==> config.mk <==
export PLATFORM = sky130hd
export DESIGN_NAME = debug_overlay_engine
export DESIGN_NICKNAME = d
export VERILOG_FILES = /design/src/rtl/overlay_pkg.sv /design/src/rtl/overlay_digit_select.sv /design/src/rtl/debug_overlay_engine.sv
export SDC_FILE = /design/constraint.sdc
export NUM_CORES = 1
export LEC_CHECK = 0
export CAP_MARGIN = 20
export CORE_MARGIN = 2
export CORE_UTILIZATION = 25
export CTS_CLUSTER_DIAMETER = 60
export DETAILED_ROUTE_END_ITERATION = 6
export PLACE_DENSITY = 0.45
export SYNTH_ARGS = -nofsm -noshare
export SYNTH_HDL_FRONTEND = slang
export SYNTH_SLANG_ARGS = --single-unit
export TNS_END_PERCENT = 5
==> constraint.sdc <==
create_clock -name clock_in -period 8.17 [get_ports clock_in]
set_input_delay 1.634 -clock clock_in [delete_from_list [all_inputs] [get_ports clock_in]]
set_output_delay 1.634 -clock clock_in [all_outputs]
set_load 0.02 [all_outputs]
==> src/rtl/overlay_pkg.sv <==
// Shared layout, text-grid and prefetch-FSM definitions for the debug overlay.
package overlay_pkg;

  typedef logic [1:0] state_t;

  localparam state_t ST_IDLE    = 2'd0;
  localparam state_t ST_REQ     = 2'd1;
  localparam state_t ST_CAPTURE = 2'd2;

  // Text grid: 8-pixel columns, 16-pixel rows.
  localparam int COL_SHIFT = 3;
  localparam int ROW_SHIFT = 4;

  localparam int FIELD_ROW0      = 2;
  localparam int FIELD_COL0      = 2;
  localparam int FIELD_ROW_PITCH = 3;
  localparam int FIELD_GAP       = 2;
  localparam int DUMP_ROW0       = 14;
  localparam int DUMP_COL0       = 2;

  function automatic int digit_count(input int width, input int hex_mode);
    return (hex_mode != 0) ? width / 4 : width;
  endfunction

endpackage

==> src/rtl/overlay_digit_select.sv <==
// Picks one displayed digit out of a value, most significant digit at index 0.
module overlay_digit_select #(
  parameter int DATA_WIDTH = 16,
  parameter int IDX_W      = 4
) (
  input  logic [DATA_WIDTH-1:0] value_i,
  input  logic [IDX_W-1:0]      digit_idx_i,
  input  logic                  hex_mode_i,
  output logic [3:0]            digit_o
);

  logic [DATA_WIDTH-1:0] shifted;

  // NOTE: every variable driven here gets a default first so no latch is inferred.
  always_comb begin
    shifted = '0;
    digit_o = '0;
    if (hex_mode_i) begin
      shifted = value_i >> (4 * (DATA_WIDTH / 4 - 1 - int'(digit_idx_i)));
      digit_o = shifted[3:0];
    end else begin
      shifted = value_i >> (DATA_WIDTH - 1 - int'(digit_idx_i));
      digit_o = {3'b000, shifted[0]};
    end
  end

endmodule

==> src/rtl/debug_overlay_engine.sv <==
// Register/memory-dump text overlay: snapshots values at frame start, prefetches
// one memory word per dump row and emits digits through a 2-stage pixel pipeline.
module debug_overlay_engine
  import overlay_pkg::*;
#(
  parameter int DATA_WIDTH    = 16,
  parameter int NUM_FIELDS    = 8,
  parameter int DUMP_ROWS     = 10,
  parameter int ADDRESS_WIDTH = 16,
  parameter int HEX_MODE      = 0
) (
  input  logic                                  clock_in,
  input  logic                                  reset_in,
  input  logic [9:0]                            pixel_x_in,
  input  logic [9:0]                            pixel_y_in,
  input  logic                                  video_on_in,
  input  logic                                  v_sync_in,
  input  logic [NUM_FIELDS-1:0][DATA_WIDTH-1:0] fields_in,
  input  logic [ADDRESS_WIDTH-1:0]              dump_base_in,
  output logic [ADDRESS_WIDTH-1:0]              mem_address_out,
  input  logic [DATA_WIDTH-1:0]                 mem_data_in,
  output logic [3:0]                            digit_out,
  output logic                                  bit_value_out,
  output logic                                  char_valid_out
);

  localparam int DIGITS = digit_count(DATA_WIDTH, HEX_MODE);
  localparam int IDX_W  = (DIGITS > 1) ? $clog2(DIGITS) : 1;

  logic                                  v_sync_q;
  logic                                  snap_valid_q;
  logic [NUM_FIELDS-1:0][DATA_WIDTH-1:0] fields_snap_q;
  logic [ADDRESS_WIDTH-1:0]              dump_base_snap_q;
  logic                                  vsync_fall;

  state_t                   state_q, state_d;
  logic [ADDRESS_WIDTH-1:0] mem_address_q, mem_address_d;
  logic [DATA_WIDTH-1:0]    row_buf_q, row_buf_d;

  logic                  s1_valid_q, s1_valid_d;
  logic [DATA_WIDTH-1:0] s1_value_q, s1_value_d;
  logic [IDX_W-1:0]      s1_idx_q, s1_idx_d;
  logic [3:0]            sel_digit;
  logic [3:0]            digit_q;
  logic                  valid_q;

  logic [9-COL_SHIFT:0]     text_col;
  logic [9-ROW_SHIFT:0]     text_row;
  logic                     dump_hit;
  logic                     row_start;
  logic [ADDRESS_WIDTH-1:0] row_offset;
  logic [ADDRESS_WIDTH-1:0] dump_row_addr;

  assign text_col      = pixel_x_in[9:COL_SHIFT];
  assign text_row      = pixel_y_in[9:ROW_SHIFT];
  assign dump_hit      = (int'(text_row) >= DUMP_ROW0) && (int'(text_row) < DUMP_ROW0 + DUMP_ROWS);
  assign row_start     = (pixel_x_in == 10'd0) && (pixel_y_in[ROW_SHIFT-1:0] == '0);
  assign row_offset    = ADDRESS_WIDTH'(int'(text_row) - DUMP_ROW0);
  assign dump_row_addr = dump_base_snap_q + row_offset;
  assign vsync_fall    = v_sync_q & ~v_sync_in;

  // NOTE: snapshot registers are plain flops, so they can and must be reset like any other state.
  always_ff @(posedge clock_in) begin
    if (reset_in) begin
      v_sync_q         <= 1'b0;
      snap_valid_q     <= 1'b0;
      fields_snap_q    <= '0;
      dump_base_snap_q <= '0;
    end else begin
      v_sync_q <= v_sync_in;
      if (vsync_fall) begin
        snap_valid_q     <= 1'b1;
        fields_snap_q    <= fields_in;
        dump_base_snap_q <= dump_base_in;
      end
    end
  end

  // The address is latched on entry to REQ, so a coincident snapshot cannot alter it.
  always_comb begin
    state_d       = state_q;
    mem_address_d = mem_address_q;
    row_buf_d     = row_buf_q;
    case (state_q)
      ST_IDLE: begin
        if (row_start && dump_hit && snap_valid_q) begin
          state_d       = ST_REQ;
          mem_address_d = dump_row_addr;
        end
      end
      ST_REQ:     state_d = ST_CAPTURE;
      ST_CAPTURE: begin
        row_buf_d = mem_data_in;
        state_d   = ST_IDLE;
      end
      default:    state_d = ST_IDLE;
    endcase
  end

  // NOTE: sequential state uses non-blocking assignments so every flop samples pre-edge values.
  always_ff @(posedge clock_in) begin
    if (reset_in) begin
      state_q       <= ST_IDLE;
      mem_address_q <= '0;
      row_buf_q     <= '0;
    end else begin
      state_q       <= state_d;
      mem_address_q <= mem_address_d;
      row_buf_q     <= row_buf_d;
    end
  end

  // Stage 1 region decode; fields are scanned last and high-to-low so lower k wins.
  always_comb begin
    s1_valid_d = 1'b0;
    s1_value_d = '0;
    s1_idx_d   = '0;
    if (dump_hit) begin
      if (int'(text_col) >= DUMP_COL0 && int'(text_col) < DUMP_COL0 + DIGITS) begin
        s1_valid_d = 1'b1;
        s1_value_d = DATA_WIDTH'(dump_row_addr);
        s1_idx_d   = IDX_W'(int'(text_col) - DUMP_COL0);
      end else if (int'(text_col) >= DUMP_COL0 + DIGITS + FIELD_GAP &&
                   int'(text_col) <  DUMP_COL0 + 2 * DIGITS + FIELD_GAP) begin
        s1_valid_d = 1'b1;
        s1_value_d = row_buf_q;
        s1_idx_d   = IDX_W'(int'(text_col) - DUMP_COL0 - DIGITS - FIELD_GAP);
      end
    end
    for (int k = NUM_FIELDS - 1; k >= 0; k--) begin
      if (int'(text_row) == FIELD_ROW0 + FIELD_ROW_PITCH * (k / 2) &&
          int'(text_col) >= FIELD_COL0 + (k % 2) * (DIGITS + FIELD_GAP) &&
          int'(text_col) <  FIELD_COL0 + (k % 2) * (DIGITS + FIELD_GAP) + DIGITS) begin
        s1_valid_d = 1'b1;
        s1_value_d = fields_snap_q[k];
        s1_idx_d   = IDX_W'(int'(text_col) - FIELD_COL0 - (k % 2) * (DIGITS + FIELD_GAP));
      end
    end
    if (!snap_valid_q) s1_value_d = '0;
    if (!video_on_in)  s1_valid_d = 1'b0;
  end

  overlay_digit_select #(
    .DATA_WIDTH (DATA_WIDTH),
    .IDX_W      (IDX_W)
  ) u_digit_select (
    .value_i     (s1_value_q),
    .digit_idx_i (s1_idx_q),
    .hex_mode_i  (HEX_MODE != 0),
    .digit_o     (sel_digit)
  );

  always_ff @(posedge clock_in) begin
    if (reset_in) begin
      s1_valid_q <= 1'b0;
      s1_value_q <= '0;
      s1_idx_q   <= '0;
      digit_q    <= '0;
      valid_q    <= 1'b0;
    end else begin
      s1_valid_q <= s1_valid_d;
      s1_value_q <= s1_valid_d ? s1_value_d : '0;
      s1_idx_q   <= s1_idx_d;
      digit_q    <= s1_valid_q ? sel_digit : 4'd0;
      valid_q    <= s1_valid_q;
    end
  end

  assign mem_address_out = mem_address_q;
  assign digit_out       = digit_q;
  assign bit_value_out   = digit_q[0];
  assign char_valid_out  = valid_q;

endmodule

======== Word-level counts from Yosys, hierarchy flattened ========
Cells that the tools add are included.
word-level totals
  output and inout bits ................... 22
  bits of input ports ..................... 184
  bits in registers ....................... 206
operators by class
  $lt $le $gt $ge ......................... 6
  bitwise logic cells ..................... 5
  reduce and logical (&&, ||, !) cells .... 28
  multiplexer cells ....................... 36
  add/subtract/negate cells ............... 7
  shift-type cells ........................ 1
  equal/unequal tests ..................... 7
operators with widths
  kind                   number
  $mux W16               11
  $mux W4                11
  $shr A16 B32 Y1        1
  $logic_and A1 B1 Y1    22
  $add A16 B16 Y16       1
  $eq A6 B5 Y1 const B   2
  $mux W1                12
  $logic_not A10 Y1      1
  $sub A4 B3 Y4 const B  2
  $ge A7 B2 Y1 const B   1
  $ge A7 B5 Y1 const B   1
  $lt A7 B5 Y1 const B   1
  $lt A7 B6 Y1 const B   1
  $sub A6 B4 Y7 const B  1
  $eq A6 B3 Y1 const B   1
  $eq A6 B4 Y1 const B   1
  $ge A6 B4 Y1 const B   1
  $lt A6 B5 Y1 const B   1
  $sub A4 B4 Y5 const A  1
  $logic_not A4 Y1       1
  $not A1 Y1             4
  $pmux W2 S2            1
  $sub A4 B1 Y4 const B  1
  $sub A4 B2 Y4 const B  1
  9 further kinds        9

======== Logic depth before layout (Yosys ltp) ========
  word-level depth ........................ 16
  depth in mapped cells ................... 13
  gate-level depth less buffers ........... 12

======== Hierarchy ========
A second synthesis with hierarchy kept.
second synthesis, totals
  cells, all modules ...................... 1276
  area total of the unflattened synthesis .. 9884.5 µm²
modules (own cells, without submodules)
  module                cells an instance  area an instance (µm²)  instances
  debug_overlay_engine  1252               9577.9                  1
  overlay_digit_select  24                 306.5                   1

======== Worst setup path after synthesis ========
Ideal clock, no wire load.
  kind .................................... input to register
  from .................................... input pixel_y_in[7]
  to ...................................... register s1_value_q[14]
  arrival ................................. 4066 ps
  cell stages on the path ................. 11
  path slack .............................. 4034 ps
  data required time ...................... 8100 ps
  cell sequence ........................... buf_2 nand3_1 nor3b_2 ha_1 a21oi_1 o21ai_0 a31oi_1 a211oi_1 a2111oi_0 o311ai_1 a21oi_1
on the way
  word-level cells in the longest chain between the ends .. 14
  elaborated cells on any way between the ends .. 47
  those cells by class .................... add/sub (2); order compare (2); eq/ne (4); mux (20); bitwise (1); reduce/logical (18)
RTL lines
  what                                                       RTL line                     source
  start, declared                                            debug_overlay_engine.sv:15   input logic [9:0] pixel_y_in,
  branches (longest 14 deep; another with $add A16 B16 Y16)  --
  end signal, assigned                                       debug_overlay_engine.sv:162  s1_value_q <= s1_valid_d ? s1_value_d : '0;
  end, declared                                              debug_overlay_engine.sv:41   logic [DATA_WIDTH-1:0] s1_value_q, s1_value_d;
Several ways; the timed one is not identified.
A chain may end at the register's enable or synchronous reset.

======== Worst setup path in the final report ========
Same ends and word-level chain as after synthesis.

==> summary.md <==
- **status** completed
- **Critical Path Fanout Max** 14
- **placed instance count** 1865
- **half-perimeter wire length after placement** 28220 µm
- **most frequent cells in the layout** nand2_1, a21oi_1, dfxtp_1
- **depth of the critical timing path with buffers and inverters included** 11
- **per-cell routed wire length** 19.92 µm
- **crit path cell chain** clkdlybuf4s50_1, nand3_1, nor3b_2, ha_1, a21oi_1, o21ai_0, a31oi_1, a211oi_1, a2111oi_0, o311ai_1, a21oi_1
- **clock tree from TritonCTS** yes
- **Clock Sinks** 203
- **clock buffers created by TritonCTS** 27
- **hold crit path type** reg -> reg
- **fraction of registers with async set or reset after synthesis** 0
- **initial antenna violation count** 1
- **setup TNS after final layout** 0 ns
- **type of element launching the critical path** input pin
- **WHS Path Cells** 2
- **detailed-route DRC error count** 0
- **horizontal die dimension** 198.4 µm
- **largest net degree at the start of global routing** 96
- **MaxCap Viol Count** 0
- **Hold Violations, Final** 0
- **Mapped Cells** 1225
- **floorplan die area** 39360 µm²
- **total setup buffers inserted after CTS** 0
- **Synth Area per Inst** 7.712 µm²
- **Chip Height** 198.4 µm
- **worst-case clock skew** 0.02042 ns
- **Skew-Pair Late Insertion Delay** 0.54 ns
- **Antenna Cells** 0
- **total overflow reported by the global router** 0
- **number of core rows** 71
- **total power divided by cell area** 198.0 nW/µm²
- **Total Power Consumption** 2.531 mW
- **number of enable flip-flop cells after synthesis** 0
- **Reg clk slew, reported paths** 0.06 ns
- **Area Overhead vs Synth** 35.27%
- **number of vias per cell after detailed routing** 4.878
- **finished layout cell area** 12780 µm²
- **Max Root-Sink Buffers** 3
- **wire length reported by the detailed router** 38080 µm
- **first-pass GRT wire length** 55950 µm
- **endpoint kind of the worst setup timing path** flop
- **via count of the first global-routing pass** 8957
- **unrepaired setup endpoints after global routing** false
- **Max stage delay cell, worst path** a2111oi_0
- **cell area after placement** 11840 µm²
- **most common cell after layout, fill and taps aside** nand2_1
- **r2r worst-path depth** 11
- **number of register bits inferred by synthesis** 203
- **antenna viol nets, final** 0
- **count of input and output buffers** 202
- **Max Clk Rate** 0.1939 GHz
- **Worst path most repeated cell** a21oi_1
- **global placer's final weighted congestion** 0.8371
- **number of buffers inserted for hold repair after clock tree synthesis** 0
- **Ports** 206
- **worst endpoint data arrival time** 5.62 ns
- **number of nets in the layout** 1588
- **CP Class** in -> reg
- **final cell utilization of the core** 0.3417
- **cell leakage power** 4.281 nW
- **number of levels the H-tree was split into** 1
- **critical path's largest stage delay** 0.74 ns
- **Syn Std Cell Area** 9448 µm²
- **critical path's top delay family** compound AO/OA/AOI/OAI gates
- **initial core utilization** 0.2526
- **post-cts gate resize count** 0
- **fraction of post-synthesis cell area in the top cell type by area** 0.4301
- **Rel. slew slack** 0.2982
- **worst-case vdd ir drop** 140.5 µV
- **register area share after synthesis** 0.4301
- **fraction of the cycle the final worst path needs** 0.6311
- **Yosys top cell by area** dfxtp_1
- **1st-iter DRT viols** 683
- **count of yosys warnings during synthesis** 0
- **Placeable Area** 37400 µm²
- **dominant register cell in the synthesized netlist** dfxtp_1
- **pin slew with the least headroom to its limit** 1.053 ns
- **Max Slew Vio Count** 0
- **cell types occupying the most area after synthesis** dfxtp_1, nand2_1, a21oi_1, ha_1, o21ai_0
- **Required @ worst endpoint** 8.63 ns
- **global routing usage summed across all routing layers** 0.1880
- **number of library cell types mapped by synthesis** 77
- **filler-free cell count of the finished design** 1912
- **DRT Pass-1 Iters** 5
- **root buf cell** clkbuf_16
- **setup violators final** 0
- **final critical-path required period** 5.156 ns
- **number of buffers and inverters on the critical path** 1
- **fraction of layout cells with a size suffix above 1** 0.06281
- **total number of vias** 9327
[worst register-to-register path: stages (launching register included)]
cell,delay [ns]
dfxtp_1,0.32
ha_1,0.19
inv_1,0.07
fa_1,0.22
nor2b_1,0.08
o31ai_1,0.25
nand2_1,0.15
a31oi_1,0.43
a211oi_1,0.15
a2111oi_0,0.74
o311ai_1,0.17
a21oi_1,0.18
[cell type report]
cell class	instances	area (µm²)
tap	511	639.4
multi-input combinational	931	5009
sequential	203	4064
inverter	6	22.52
fill	3980	24620
timing repair buffer	214	2110
clock inverter	13	193.9
clock buffer	34	742.0
[cells by family (layout without fill, tap and decap cells)]
family	count (synthesis)	count (layout)	synth area share
AOI/OAI and AO/OA	377	377	0.2363
buffers and inverters	93	267	0.04211
adders and majority gates	21	21	0.02861
muxes	13	13	0.02040
other	1	3	0.0003969
DFF	203	203	0.4301
and+or+nand+nor	499	499	0.2254
xor gates and xnor gates	18	18	0.01669
[routing by layer]
layer / wire length (µm) / share of wire / up-vias / global-route usage
li1: - / - / 4571 / -
met1: 17930 / 0.47 / 4436 / 0.2674
met2: 17370 / 0.46 / 281 / 0.3003
met3: 2238 / 0.059 / 39 / 0.03018
met4: 540 / 0.014 / 0 / 0.03704
met5: 0 / 0 / - / 0
[final timing paths]
kind,startpoint,endpoint,slack (ns)
setup / recovery,pixel_y_in[7],s1_value_q[14]$_SDFF_PP0_,3.01
hold / removal,fields_snap_q[65]$_SDFFE_PP0P_,fields_snap_q[65]$_SDFFE_PP0P_,0.45
setup reg to reg,dump_base_snap_q[0]$_SDFFE_PP0P_,s1_value_q[14]$_SDFF_PP0_,5.16
hold reg to reg,fields_snap_q[65]$_SDFFE_PP0P_,fields_snap_q[65]$_SDFFE_PP0P_,0.45
[state kept, by name, indices dropped and copies added, names as in the netlist]
signal,count
char_valid_out,1
digit_out,1
dump_base_snap_q,16
fields_snap_q,128
mem_address_out,16
row_buf_q,16
s1_idx_q,4
s1_valid_q,1
s1_value_q,16
snap_valid_q,1
state_q,2
v_sync_q,1
[cell usage after synthesis (all sizes together) (8+ instances only)]
master	n
mux2i	8
xor2	11
clkbuf	55
o22ai	12
a31oi	8
nand3	17
o221ai	11
buf	32
ha	20
nor2	60
a211oi	11
a22oi	17
a21oi	221
o21ai	50
nand2	367
dfxtp	203
nor3	9
[power breakdown]
| group | total, mW | leakage [nW] | internal [mW] | switching, mW |
|---|---|---|---|---|
| Combinational | 0.251 | 2.18 | 0.121 | 0.130 |
| Clock | 1.25 | 0.455 | 0.773 | 0.475 |
| Sequential | 1.03 | 1.65 | 1.01 | 0.0176 |
[stage by stage]
stage | worst slack, ns | hold slack, ns
final | 3.014 | 0.4533
after global routing | 2.702 | 0.4751
after CTS | 3.084 | 0.4552
after detailed placement | 2.511 | 0.4466
after global placement | 2.698 | 0.4419
after floorplan | 4.034 | 0.4319
(Power assumes the default switching activity.)
